### src/rtl/if_fetch_bpu_if.sv
// Fetch-stage bus: EX feedback, instruction-memory port and IF/ID outputs.
// master = fetch stage, slave = the surrounding pipeline / memory.
`ifndef PC_WIDTH
`define PC_WIDTH 32
`endif
`ifndef INSTR_WIDTH
`define INSTR_WIDTH 32
`endif

interface if_fetch_bpu_if;
    logic                     PC_w;
    logic                     EX_Redirect;
    logic [`PC_WIDTH-1:0]     EX_Redirect_PC;
    logic                     EX_Br_Valid;
    logic [`PC_WIDTH-1:0]     EX_Br_PC;
    logic                     EX_Br_Taken;
    logic [`PC_WIDTH-1:0]     EX_Br_Target;
    logic [`PC_WIDTH-1:0]     IM_Addr;
    logic [`INSTR_WIDTH-1:0]  IM_Data;
    logic [`PC_WIDTH-1:0]     IF_PC;
    logic [`INSTR_WIDTH-1:0]  IF_Instr;
    logic                     IF_Predict_Taken;

    modport master (
        input  PC_w, EX_Redirect, EX_Redirect_PC,
        input  EX_Br_Valid, EX_Br_PC, EX_Br_Taken, EX_Br_Target,
        input  IM_Data,
        output IM_Addr, IF_PC, IF_Instr, IF_Predict_Taken
    );

    modport slave (
        output PC_w, EX_Redirect, EX_Redirect_PC,
        output EX_Br_Valid, EX_Br_PC, EX_Br_Taken, EX_Br_Target,
        output IM_Data,
        input  IM_Addr, IF_PC, IF_Instr, IF_Predict_Taken
    );
endinterface

### src/rtl/if_fetch_bpu.sv
// Instruction-fetch stage with 2-bit BHT + direct-mapped BTB prediction.
// Prediction is built only when BPU_PREDICT_EN is defined; otherwise fetch is static not-taken.
`ifndef PC_WIDTH
`define PC_WIDTH 32
`endif
`ifndef INSTR_WIDTH
`define INSTR_WIDTH 32
`endif

module if_fetch_bpu #(
    parameter logic [`PC_WIDTH-1:0] RESET_PC  = {`PC_WIDTH{1'b0}},
    parameter int                   BHT_IDX_W = 6
) (
    input  logic           clk,
    input  logic           rst_n,
    if_fetch_bpu_if.master bus
);
    localparam int PCW = `PC_WIDTH;
    localparam logic [PCW-1:0] PC_STEP = {{(PCW-3){1'b0}}, 3'b100};

    logic [PCW-1:0] pc_r;
    logic [PCW-1:0] next_pc_s;
    logic           predict_s;
    logic [PCW-1:0] pred_target_s;

`ifdef BPU_PREDICT_EN
    localparam int TAG_W   = PCW - BHT_IDX_W - 2;
    localparam int ENTRIES = 1 << BHT_IDX_W;

    logic [1:0]           bht_r        [ENTRIES];
    logic [ENTRIES-1:0]   btb_valid_r;
    logic [TAG_W-1:0]     btb_tag_r    [ENTRIES];
    logic [PCW-1:0]       btb_target_r [ENTRIES];

    logic [BHT_IDX_W-1:0] f_idx_s;
    logic [TAG_W-1:0]     f_tag_s;
    logic [BHT_IDX_W-1:0] u_idx_s;
    logic [TAG_W-1:0]     u_tag_s;
    logic                 unused_s;

    assign f_idx_s  = pc_r[BHT_IDX_W+1:2];
    assign f_tag_s  = pc_r[PCW-1:BHT_IDX_W+2];
    assign u_idx_s  = bus.EX_Br_PC[BHT_IDX_W+1:2];
    assign u_tag_s  = bus.EX_Br_PC[PCW-1:BHT_IDX_W+2];
    assign unused_s = ^bus.EX_Br_PC[1:0];

    // Combinational lookup of the current PC; sees storage before this edge's update.
    always_comb begin
        predict_s     = 1'b0;
        pred_target_s = btb_target_r[f_idx_s];
        if (btb_valid_r[f_idx_s] && (btb_tag_r[f_idx_s] == f_tag_s)) begin
            predict_s = bht_r[f_idx_s][1];
        end else begin
            predict_s = 1'b0;
        end
    end

    // Predictor training from resolved EX branches; counter trains even on tag mismatch.
    always_ff @(posedge clk or negedge rst_n) begin
        if (!rst_n) begin
            btb_valid_r <= {ENTRIES{1'b0}};
            for (int i = 0; i < ENTRIES; i++) begin
                bht_r[i]        <= 2'b01;
                btb_tag_r[i]    <= {TAG_W{1'b0}};
                btb_target_r[i] <= {PCW{1'b0}};
            end
        end else if (bus.EX_Br_Valid) begin
            if (bus.EX_Br_Taken) begin
                if (bht_r[u_idx_s] != 2'b11) begin
                    bht_r[u_idx_s] <= bht_r[u_idx_s] + 2'b01;
                end
                btb_valid_r[u_idx_s]  <= 1'b1;
                btb_tag_r[u_idx_s]    <= u_tag_s;
                btb_target_r[u_idx_s] <= bus.EX_Br_Target;
            end else begin
                if (bht_r[u_idx_s] != 2'b00) begin
                    bht_r[u_idx_s] <= bht_r[u_idx_s] - 2'b01;
                end
            end
        end
    end
`else
    logic unused_s;

    assign predict_s     = 1'b0;
    assign pred_target_s = {PCW{1'b0}};
    assign unused_s      = ^{bus.EX_Br_Valid, bus.EX_Br_PC, bus.EX_Br_Taken, bus.EX_Br_Target};
`endif

    // Next-PC selection: redirect beats stall, stall beats prediction.
    always_comb begin
        next_pc_s = pc_r;
        if (bus.EX_Redirect) begin
            next_pc_s = bus.EX_Redirect_PC;
        end else if (!bus.PC_w) begin
            next_pc_s = pc_r;
        end else if (predict_s) begin
            next_pc_s = pred_target_s;
        end else begin
            next_pc_s = pc_r + PC_STEP;
        end
    end

    // PC register.
    always_ff @(posedge clk or negedge rst_n) begin
        if (!rst_n) begin
            pc_r <= RESET_PC;
        end else begin
            pc_r <= next_pc_s;
        end
    end

    assign bus.IM_Addr          = pc_r;
    assign bus.IF_PC            = pc_r;
    assign bus.IF_Instr         = bus.IM_Data;
    assign bus.IF_Predict_Taken = predict_s;
endmodule
### src/flat_wrapper.sv
// flat-port wrapper written by rule: the top's interface ports become plain ports
module if_fetch_bpu_flat 
#(
    parameter logic [`PC_WIDTH-1:0] RESET_PC  = {`PC_WIDTH{1'b0}},
    parameter int                   BHT_IDX_W = 6
)
  (clk, rst_n, bus_PC_w, bus_EX_Redirect, bus_EX_Redirect_PC, bus_EX_Br_Valid, bus_EX_Br_PC, bus_EX_Br_Taken, bus_EX_Br_Target, bus_IM_Data, bus_IM_Addr, bus_IF_PC, bus_IF_Instr, bus_IF_Predict_Taken);
  if_fetch_bpu_if bus_i ();
  input  logic clk;
  input  logic rst_n;
  input wire logic [$bits(bus_i.PC_w)-1:0] bus_PC_w;
  input wire logic [$bits(bus_i.EX_Redirect)-1:0] bus_EX_Redirect;
  input wire logic [$bits(bus_i.EX_Redirect_PC)-1:0] bus_EX_Redirect_PC;
  input wire logic [$bits(bus_i.EX_Br_Valid)-1:0] bus_EX_Br_Valid;
  input wire logic [$bits(bus_i.EX_Br_PC)-1:0] bus_EX_Br_PC;
  input wire logic [$bits(bus_i.EX_Br_Taken)-1:0] bus_EX_Br_Taken;
  input wire logic [$bits(bus_i.EX_Br_Target)-1:0] bus_EX_Br_Target;
  input wire logic [$bits(bus_i.IM_Data)-1:0] bus_IM_Data;
  output wire logic [$bits(bus_i.IM_Addr)-1:0] bus_IM_Addr;
  output wire logic [$bits(bus_i.IF_PC)-1:0] bus_IF_PC;
  output wire logic [$bits(bus_i.IF_Instr)-1:0] bus_IF_Instr;
  output wire logic [$bits(bus_i.IF_Predict_Taken)-1:0] bus_IF_Predict_Taken;
  assign bus_i.PC_w = bus_PC_w;
  assign bus_i.EX_Redirect = bus_EX_Redirect;
  assign bus_i.EX_Redirect_PC = bus_EX_Redirect_PC;
  assign bus_i.EX_Br_Valid = bus_EX_Br_Valid;
  assign bus_i.EX_Br_PC = bus_EX_Br_PC;
  assign bus_i.EX_Br_Taken = bus_EX_Br_Taken;
  assign bus_i.EX_Br_Target = bus_EX_Br_Target;
  assign bus_i.IM_Data = bus_IM_Data;
  assign bus_IM_Addr = bus_i.IM_Addr;
  assign bus_IF_PC = bus_i.IF_PC;
  assign bus_IF_Instr = bus_i.IF_Instr;
  assign bus_IF_Predict_Taken = bus_i.IF_Predict_Taken;
  if_fetch_bpu #(.RESET_PC(RESET_PC), .BHT_IDX_W(BHT_IDX_W)) u_core (.clk(clk), .rst_n(rst_n), .bus(bus_i));
endmodule
### config.mk
export PLATFORM = sky130hd
export DESIGN_NAME = if_fetch_bpu_flat
export DESIGN_NICKNAME = d
export VERILOG_FILES = /design/src/rtl/if_fetch_bpu_if.sv /design/src/rtl/if_fetch_bpu.sv /design/src/flat_wrapper.sv
export SDC_FILE = /design/constraint.sdc
export NUM_CORES = 1
export LEC_CHECK = 0
export BUFFER_PORTS_ARGS = -buffer_cell sky130_fd_sc_hd__buf_2
export CAP_MARGIN = 20
export CORE_AREA = 4 4 88 90
export DETAILED_ROUTE_END_ITERATION = 10
export DIE_AREA = 0 0 92 94
export PLACE_DENSITY_LB_ADDON = 0.05
export SETUP_SLACK_MARGIN = 0.1
export SYNTH_ARGS = -nofsm -noshare
export SYNTH_HDL_FRONTEND = slang
export SYNTH_SLANG_ARGS = --single-unit
### constraint.sdc
create_clock -name clk -period 6.25 [get_ports clk]
set_input_delay 1.25 -clock clk [delete_from_list [all_inputs] [get_ports clk]]
set_output_delay 1.25 -clock clk [all_outputs]
set_load 0.01 [all_outputs]
Yosys cells after proc, flatten, opt, wreduce, memory -nomap -nowiden
Index checks and enable logic that the tools add are counted.
- add/subtract/negate cells: 1
- muxes and demuxes: 2
- reductions and logical operators: 1
- operator list (kind ; number):
    32-bit 2-to-1 mux ; 2
    32-bit by 3-bit adder with 32-bit output, second input constant ; 1
    2-bit nonzero test ; 1
- flip-flop bits (word level): 32
- input port bits: 134
- word-level logic and storage cells: 5

Logic depth before layout (Yosys ltp)
- word-level depth: 3
- depth in mapped cells: 6

Worst setup path after synthesis
Ideal clock, no wire load.
- path kind: input port to flip-flop
- start point: in bus_PC_w
- end point: reg u_core.pc_r[24] (netlist: u_core.bus.IF_PC[24])
- arrival time: 2.668 ns
- required time: 6.168 ns
- slack: 3.500 ns
- stages on the path: 6
- path through: buf_4 -> nand4_1 -> or3_1 -> buf_6 -> or4_1 -> a31oi_1
- word-level cells in the longest chain between the ends: 1
- ends and longest elaborated chain (what ; RTL line ; RTL):
    from (decl) ; flat_wrapper.sv:11 ; input wire logic [$bits(bus_i.PC_w)-1:0] bus_PC_w;
    2-bit nonzero test (no source line) ; -- ;
    to (signal assigned) ; if_fetch_bpu.sv:109 ; pc_r <= next_pc_s;
    to (decl) ; if_fetch_bpu.sv:21 ; logic [PCW-1:0] pc_r;
Every way passes these cells.
A chain may end at the register's enable or synchronous reset.

Final worst setup path
Ends and elaborated chain as after synthesis.

==> impl_metrics.yaml <==
synth:
  synth_top_family_by_area: "buffers and inverters"
  ys_async_sr_fraction_pct: 100
  yosys.area_share.simple_pct: 22.6
  yosysUniqueCellTypes: 38
  muxShareOfSynthArea_pct: 1.39
  ys_warn_count: 0
  synth-edff-count: 0
  synth-compound-area-share_pct: 12.1
  synth_area_per_cell_sq_um: 8.54
  ys_ff_latch: 32
  synth_fa_ha_area_share_pct: 0.536
  ys.flop_type: "dfrtp_1"
  synth_xor_area_share_pct: 4.88
  syn_nets: 408
  netlist_area_sq_um: 2330
  yosysSeqAreaShare_pct: 34.3
  synthCells: 273
sta:
  max_slew_margin_pct: 47.0
  hold_violations: 0
  max_freq_mhz: 316
  maxSlewViolCount: 0
  final-setup-viol-count: 0
  finClkSkew_ns: 0.00751
  setup_slack_ns: 3.09
  fin_crit_sh_pct: 50.6
  rsz0062_at_grt: "no"
  fin_setup_tns_ns: 0
  period_minus_slack_ns: 3.16
  tightest_slew_ns: 0.795
setup_path:
  cp_max_fo: 13
  path_cells: "buf_2 > nand4_1 > or3_1 > or4_1 > a31oi_1"
  start_kind: "input port"
  cp_slowest_cell: "or3_1"
  path_delay_family: "simple AND/OR/NAND/NOR gates"
  critPathKind: "input port to register"
  worst_ep_required_time_ns: 6.45
  worstPathArrival_ns: 3.36
  end_kind: "register"
  slowest_delay_ns: 0.74
  critical_path_buf_inv_count: 1
layout:
  final_nets: 437
  largest_reg_flops: 32
  final_common_cell: "buf_2"
  syn_to_final_growth_pct: 7.08
  diodes: 0
  drive_above_1_share_pct: 37.6
  most-common-layout-cells: "buf_2 (99), dfrtp_1 (32), nand2_1 (31)"
floorplanning:
  die-area_sq_um: 8650
  dieHeight_um: 94
  start_util_pct: 33.0
  die_w_um: 92
  io_pins: 231
  core_sq_um: 7060
  rows: 31
clock_network:
  post_cts_buffers: 0
  cts_hold_buf: 0
  cts.htree.levels: 2
  cts-resized-gates: 0
  clock_latency_ns: 0.29
  numClockSinks: 32
  clockRootBuffer: "clkbuf_8"
  cts_buffer_depth: 2
  clk_pin_slew_ns: 0.07
  cts_tree: "done"
  numCtsBuffers: 5
worst_hold_path:
  min_path_type: "register to register"
run_status:
  outcome: "complete, no violations"
global_routing:
  grt_max_degree: 42
  grt_pass1_wl_um: 10300
  gr-total-overflow: 0
  track_usage_pct: 15.3
  grt_pass1_vias: 1882
  grt_antenna_before_repair: 0
place:
  gp_congestion: 0.723
  hpwl_um: 4760
  pre_cts_slack_ns: 2.81
  io_buffers: 99
route:
  firstDrtPassIters: 4
  drtIter0Drc: 79
  post-route-drc-count: 0
  vias_per_cell: 4.94
  routedWlPerCell_um: 16.3
  route.vias.total: 1984
  wirelength_um: 6570
  final_antenna_net_count: 0
pwr:
  p_per_area_nw_per_um2: 224
  peakVddDrop_v: 0.0000761
  p_leak_nw: 1.08
run:
  drv_cap: 0
## cell families after synthesis
kind of cell	after synthesis
simple gates	99
compound gates	43
flops	32
fa+ha+maj	1
xor+xnor	13
buf+inv	81
mux	3
other cells	1
## path summary, 6_finish.rpt
check | startpoint | end | slack [ns] | cells after the start
max in group asynchronous | rst_n | u_core.bus.IF_PC[29]$_DFFE_PN0N_ | 4.70 | 1
min in group asynchronous | rst_n | u_core.bus.IF_PC[19]$_DFFE_PN0N_ | 1.04 | 1
worst max register to register | u_core.bus.IF_PC[4]$_DFFE_PN0N_ | u_core.bus.IF_PC[24]$_DFFE_PN0N_ | 3.74 | 4
worst max-delay path | bus_PC_w | u_core.bus.IF_PC[24]$_DFFE_PN0N_ | 3.09 | 5
worst min-delay path | u_core.bus.IF_PC[0]$_DFFE_PN0P_ | u_core.bus.IF_PC[0]$_DFFE_PN0P_ | 0.53 | 1
worst min register to register | u_core.bus.IF_PC[0]$_DFFE_PN0P_ | u_core.bus.IF_PC[0]$_DFFE_PN0P_ | 0.53 | 1
## power breakdown
part	internal [mW]	switching [mW]	leakage [nW]
Sequential	0.227	0.0322	0.376
Combinational	0.0565	0.0709	0.655
Clock	0.0900	0.0826	0.0455
## metrics by stage
stage / hold slack, ns / utilization (%) / total power [mW] / area, sq um / instances
2_1_floorplan: 0.573 / - / 0.371 / 2330 / 273
3_3_place_gp: 0.506 / 34.1 / 0.393 / 2410 / 394
3_5_place_dp: 0.516 / 34.1 / 0.393 / 2410 / 394
4_1_cts: 0.532 / 35.4 / 0.568 / 2500 / 402
5_1_grt: 0.551 / 35.4 / 0.594 / 2500 / 402
6_report: 0.527 / 35.4 / 0.559 / 2500 / 402
## routing by layer
layer / GRT usage, % / vias to the layer above / share of wire (%)
li1: - / 969 / -
met1: 19.2 / 924 / 44
met2: 23.5 / 83 / 45
met3: 6.89 / 8 / 10
met4: 4.33 / 0 / 1.0
met5: 0 / - / 0
## final cells by class
| cell class | count | area [sq um] |
|---|---|---|
| fillers | 803 | 4560 |
| multi-input cells | 160 | 972 |
| flip-flops and latches | 32 | 801 |
| repair buffers | 99 | 495 |
| well taps | 99 | 124 |
| clock buffers | 8 | 90.1 |
| inverters | 4 | 15.0 |
## cells in the mapped netlist (2+ instances only)
library cell  count  share of area (%)
xor2_1            4                1.5
nor2_1           14                2.3
xnor2_1           9                3.4
nor4_1            7                1.9
nand2_1          31                5.0
dfrtp_1          32                 34
a31o_2            2               0.75
buf_4            66                 21
o211ai_1          3               0.97
nand3_1           7                1.5
or4_1            13                4.2
o21ai_0          15                3.2
or2_2             2               0.54
nor3_1            3               0.64
o31ai_1           7                2.3
a31oi_1          11                3.0
inv_1             3               0.48
clkbuf_1         10                1.6
nand4_1          11                3.0
o31a_1            2               0.75
or3_1             3               0.80
mux2_2            2               0.97
Power figures use the tool's default switching activity.
